### config.mk
export PLATFORM = sky130hd
export DESIGN_NAME = tri_bus_arbiter
export DESIGN_NICKNAME = d
export VERILOG_FILES = /design/src/rtl/tri_bus_arbiter.sv
export SDC_FILE = /design/constraint.sdc
export NUM_CORES = 1
export LEC_CHECK = 0
export ABC_AREA = 1
export BUFFER_PORTS_ARGS = -buffer_cell sky130_fd_sc_hd__buf_2
export CAP_MARGIN = 20
export CORE_UTILIZATION = 35
export CTS_CLUSTER_SIZE = 40
export DETAILED_ROUTE_END_ITERATION = 16
export HOLD_SLACK_MARGIN = 0.15
export SLEW_MARGIN = 20
export SYNTH_ARGS = -nofsm -noshare
export SYNTH_HDL_FRONTEND = slang
export SYNTH_SLANG_ARGS = --single-unit
### constraint.sdc
create_clock -name clock -period 3.7 [get_ports clock]
set_clock_uncertainty 0.2 [all_clocks]
set_input_delay 0.555 -clock clock [delete_from_list [all_inputs] [get_ports clock]]
set_output_delay 0.555 -clock clock [all_outputs]
set_load 0.05 [all_outputs]
### src/rtl/tri_bus_arbiter.sv
// Round-robin owner of a shared tristate bus built from tri_buffer stages.
// Drives one oe at a time, inserts a dead turnaround cycle between owners, and
// registers the resolved bus value for the downstream consumer.
module tri_bus_arbiter #(
    parameter int unsigned NUM_SRC  = 4,
    parameter int unsigned ID_W     = 2,   // must equal clog2(NUM_SRC)
    parameter int unsigned WIDTH    = 32,
    parameter int unsigned MAX_HOLD = 8    // 1..255 grant cycles per tenure
) (
    input  logic               clock,
    input  logic               resetn,
    input  logic [NUM_SRC-1:0] req,
    input  logic [WIDTH-1:0]   bus_in,
    output logic [NUM_SRC-1:0] grant_oe,
    output logic [ID_W-1:0]    grant_id,
    output logic               busy,
    output logic [WIDTH-1:0]   bus_q,
    output logic               bus_valid,
    output logic [ID_W-1:0]    bus_src
);

    typedef enum logic [1:0] {
        StIdle,
        StTurn,
        StGrant
    } state_e;

    localparam logic [7:0]      HoldLast = 8'(MAX_HOLD - 1);
    localparam logic [ID_W-1:0] PtrInit  = ID_W'(NUM_SRC - 1);

    state_e          state_q;
    logic [ID_W-1:0] rr_ptr_q;
    logic [7:0]      hold_cnt_q;
    logic [ID_W-1:0] winner;
    logic [ID_W-1:0] scan_idx;

    // Pick the first requester after the last owner, wrapping modulo NUM_SRC.
    // Scanning from the far end lets the nearest candidate overwrite the rest.
    always_comb begin
        winner   = '0;
        scan_idx = '0;
        for (int k = int'(NUM_SRC); k >= 1; k--) begin
            scan_idx = ID_W'((int'(rr_ptr_q) + k) % int'(NUM_SRC));
            if (req[scan_idx]) begin
                winner = scan_idx;
            end
        end
    end

    // Single FSM block; every output is a flop so req never reaches oe combinationally.
    always_ff @(posedge clock) begin
        if (!resetn) begin
            state_q    <= StIdle;
            grant_oe   <= '0;
            grant_id   <= '0;
            busy       <= 1'b0;
            bus_q      <= '0;
            bus_valid  <= 1'b0;
            bus_src    <= '0;
            hold_cnt_q <= '0;
            rr_ptr_q   <= PtrInit;
        end else begin
            bus_valid <= 1'b0;
            unique case (state_q)
                StIdle: begin
                    if (req != '0) begin
                        grant_id <= winner;
                        busy     <= 1'b1;
                        state_q  <= StTurn;
                    end
                end
                StTurn: begin
                    if (req[grant_id]) begin
                        grant_oe   <= NUM_SRC'(1) << grant_id;
                        hold_cnt_q <= '0;
                        state_q    <= StGrant;
                    end else begin
                        // Requester vanished during turnaround: no tenure, pointer untouched.
                        busy    <= 1'b0;
                        state_q <= StIdle;
                    end
                end
                StGrant: begin
                    // Every grant cycle is sampled, including the one where req drops.
                    bus_q     <= bus_in;
                    bus_src   <= grant_id;
                    bus_valid <= 1'b1;
                    if (req[grant_id] && (hold_cnt_q < HoldLast)) begin
                        hold_cnt_q <= hold_cnt_q + 8'd1;
                    end else begin
                        grant_oe   <= '0;
                        busy       <= 1'b0;
                        hold_cnt_q <= '0;
                        rr_ptr_q   <= grant_id;
                        state_q    <= StIdle;
                    end
                end
                default: begin
                    grant_oe <= '0;
                    busy     <= 1'b0;
                    state_q  <= StIdle;
                end
            endcase
        end
    end

endmodule

==> flow_metrics.py <==
metrics = {
    "sta": {
        "drv_slew": 0,
        "finalCritPeriodShare": 0.578,
        "timing.fmax_mhz": 468,
        "tightestPinTransition_ps": 643,
        "rsz0062_at_grt": "no",
        "period_minus_slack_ps": 2140,
        "tns_ps": 0,
        "setup_viol": 0,
        "final_hold_viol_count": 0,
        "relSlewSlack": 0.571,
    },
    "route": {
        "drt_wl_total_um": 5000,
        "drt_pass1_iterations": 4,
        "vias": 2122,
        "drc_errors": 0,
        "drt_iter0_drc": 93,
        "ant_nets": 0,
        "vias_per_cell": 4.71,
        "wl_per_cell_um": 11.1,
    },
    "run": {
        "cap_viol_max_count": 0,
    },
    "power": {
        "peakVddDrop_uv": 277,
        "p_leak_uw": 0.00143,
        "p_total_uw": 1310,
        "pwr_density_cell_nw_per_um2": 472,
    },
    "cts": {
        "numCtsBuffers": 5,
        "cts_setup_buffers": 0,
        "root_buffer": "clkbuf_8",
        "cts_sinks": 54,
        "cts_buffer_depth": 2,
        "hold_buffers": 0,
        "cts.reportedPaths.clkPinSlew_ps": 100,
        "clk_latency_ps": 300,
        "cts_resized": 0,
        "cts_tree": "built",
        "cts_max_level": 2,
    },
    "hold_path": {
        "hold_class": "flop to flop",
    },
    "finish": {
        "layout_common_cells": "buf_2, nor2_1, dfxtp_1",
        "final_common_cell": "buf_2",
        "areaGrowthSynthToFinish_pct": 23.3,
        "layout.nets": 414,
        "fillerInstances": 634,
        "diodes": 0,
        "drive_gt1_frac": 0.287,
        "fin_util": 0.457,
    },
    "placement": {
        "routabilityCongestion": 0.719,
        "hpwlAfterDp_um": 3530,
        "portBuffers": 79,
    },
    "global_routing": {
        "first_global_vias": 1901,
        "grt.total_usage": 0.156,
        "grt_start_max_net_pins": 40,
        "gr-total-overflow": 0,
        "antenna_found_initial": 0,
        "grt_pass1_wl_um": 8180,
    },
    "synth": {
        "ys_seq_area_frac": 0.481,
        "synthDistinctLibCells": 30,
        "synth_area_um2": 2250,
        "syn_area_per_cell_um2": 7.44,
        "yosysWarningCount": 0,
        "syn-num-nets": 341,
        "netlist_instances": 302,
        "ys_seq_elements": 54,
    },
    "worst_setup_path": {
        "worstSetupEndpointType": "flop",
        "arrival_ps": 2140,
        "startpoint_type": "flop",
        "critical_path_required_ps": 3700,
        "crit_fanout": 36,
        "crit_type": "flop to flop",
        "r2r_slack_ps": 1560,
    },
    "run_status": {
        "outcome": "complete, no violations",
    },
    "floorplanning": {
        "row_count": 28,
        "core-area_um2": 6060,
        "io_pins": 80,
        "die_w_um": 82.1,
        "initial_core_util": 0.371,
        "fp.dieH_um": 82.1,
        "dieArea_um2": 6740,
    },
}
## where the power goes
| group | total (uW) | switching (uW) | internal (uW) |
|---|---|---|---|
| logic | 316 | 234 | 82.3 |
| clock network | 345 | 191 | 154 |
| registers | 646 | 28.0 | 618 |
## state kept, by name, summed over array words and instances, names as in the netlist
signal	flops
busy	1
bus_src	2
grant_id	2
bus_valid	1
grant_oe	4
state_q	2
bus_q	32
rr_ptr_q	2
hold_cnt_q	8
## per-layer routing
layer	vias up	routed length [um]	GRT usage
li1	1119	-	-
met1	939	2410	0.189
met2	58	2200	0.260
met3	6	340	0.0560
met4	0	50	0.0421
met5	-	0	0
## critical path, cell delays in order, from the launching register on
cell and delay (ps):
dfxtp_1 410, inv_2 90, nor2_2 500, inv_2 450
nand2_2 190, inv_2 70, nor2_1 80, nor2_1 50
## Yosys cell counts, drive strengths merged
library cell / instances / area [um2]
nand4: 2 / 12.5
a211oi: 2 / 15.0
nand2: 56 / 235
a21oi: 10 / 61.3
xor2: 1 / 8.76
nor3: 4 / 20.0
buf: 7 / 46.3
clkinv: 1 / 3.75
nor4: 1 / 21.3
clkbuf: 7 / 26.3
a31oi: 1 / 6.26
nand3: 17 / 103
o211ai: 2 / 15.0
inv: 19 / 71.3
dfxtp: 54 / 1080
nor2: 80 / 310
o21ai: 37 / 196
ha: 1 / 12.5
## logic make-up (layout without fill, tap and decap cells)
| family | count (synthesis) | count (layout) | share of synthesized area |
|---|---|---|---|
| flip-flops | 54 | 54 | 0.481 |
| AND/OR/NAND/NOR | 160 | 160 | 0.313 |
| XOR/XNOR | 1 | 1 | 0.00390 |
| buffers and inverters | 34 | 108 | 0.0657 |
| AO/OA/AOI/OAI | 52 | 52 | 0.131 |
| adder cells (fa/ha/maj) | 1 | 1 | 0.00557 |
## per-stage QoR
stage	hold slack [ps]	cell area (um2)	instances	setup WS, ps
finish	263	2770	451	1560
global route	252	2770	451	1340
CTS	258	2770	451	1510
detailed placement	256	2670	443	1530
global placement	231	2670	443	1540
floorplan	217	2250	302	1840
## final timing paths
path                   endpoint  cells past startpoint           from
setup reg to reg  hold_cnt_q[0]                      7     state_q[1]
hold reg to reg   hold_cnt_q[4]                      2  hold_cnt_q[4]
setup / recovery  hold_cnt_q[0]                      7     state_q[1]
hold / removal    hold_cnt_q[4]                      2  hold_cnt_q[4]
## final cells by class
class	count	area [um2]	share of cell area
clock buffers	6	82.6	0.0298
clock inverters	2	16.3	0.00587
inverters	20	75.1	0.0271
multi-input cells	214	1020	0.367
flip-flops and latches	54	1080	0.390
well taps	75	93.8	0.0339
repair buffers	80	403	0.146
Note: power is estimated with default switching activity, not from simulation.
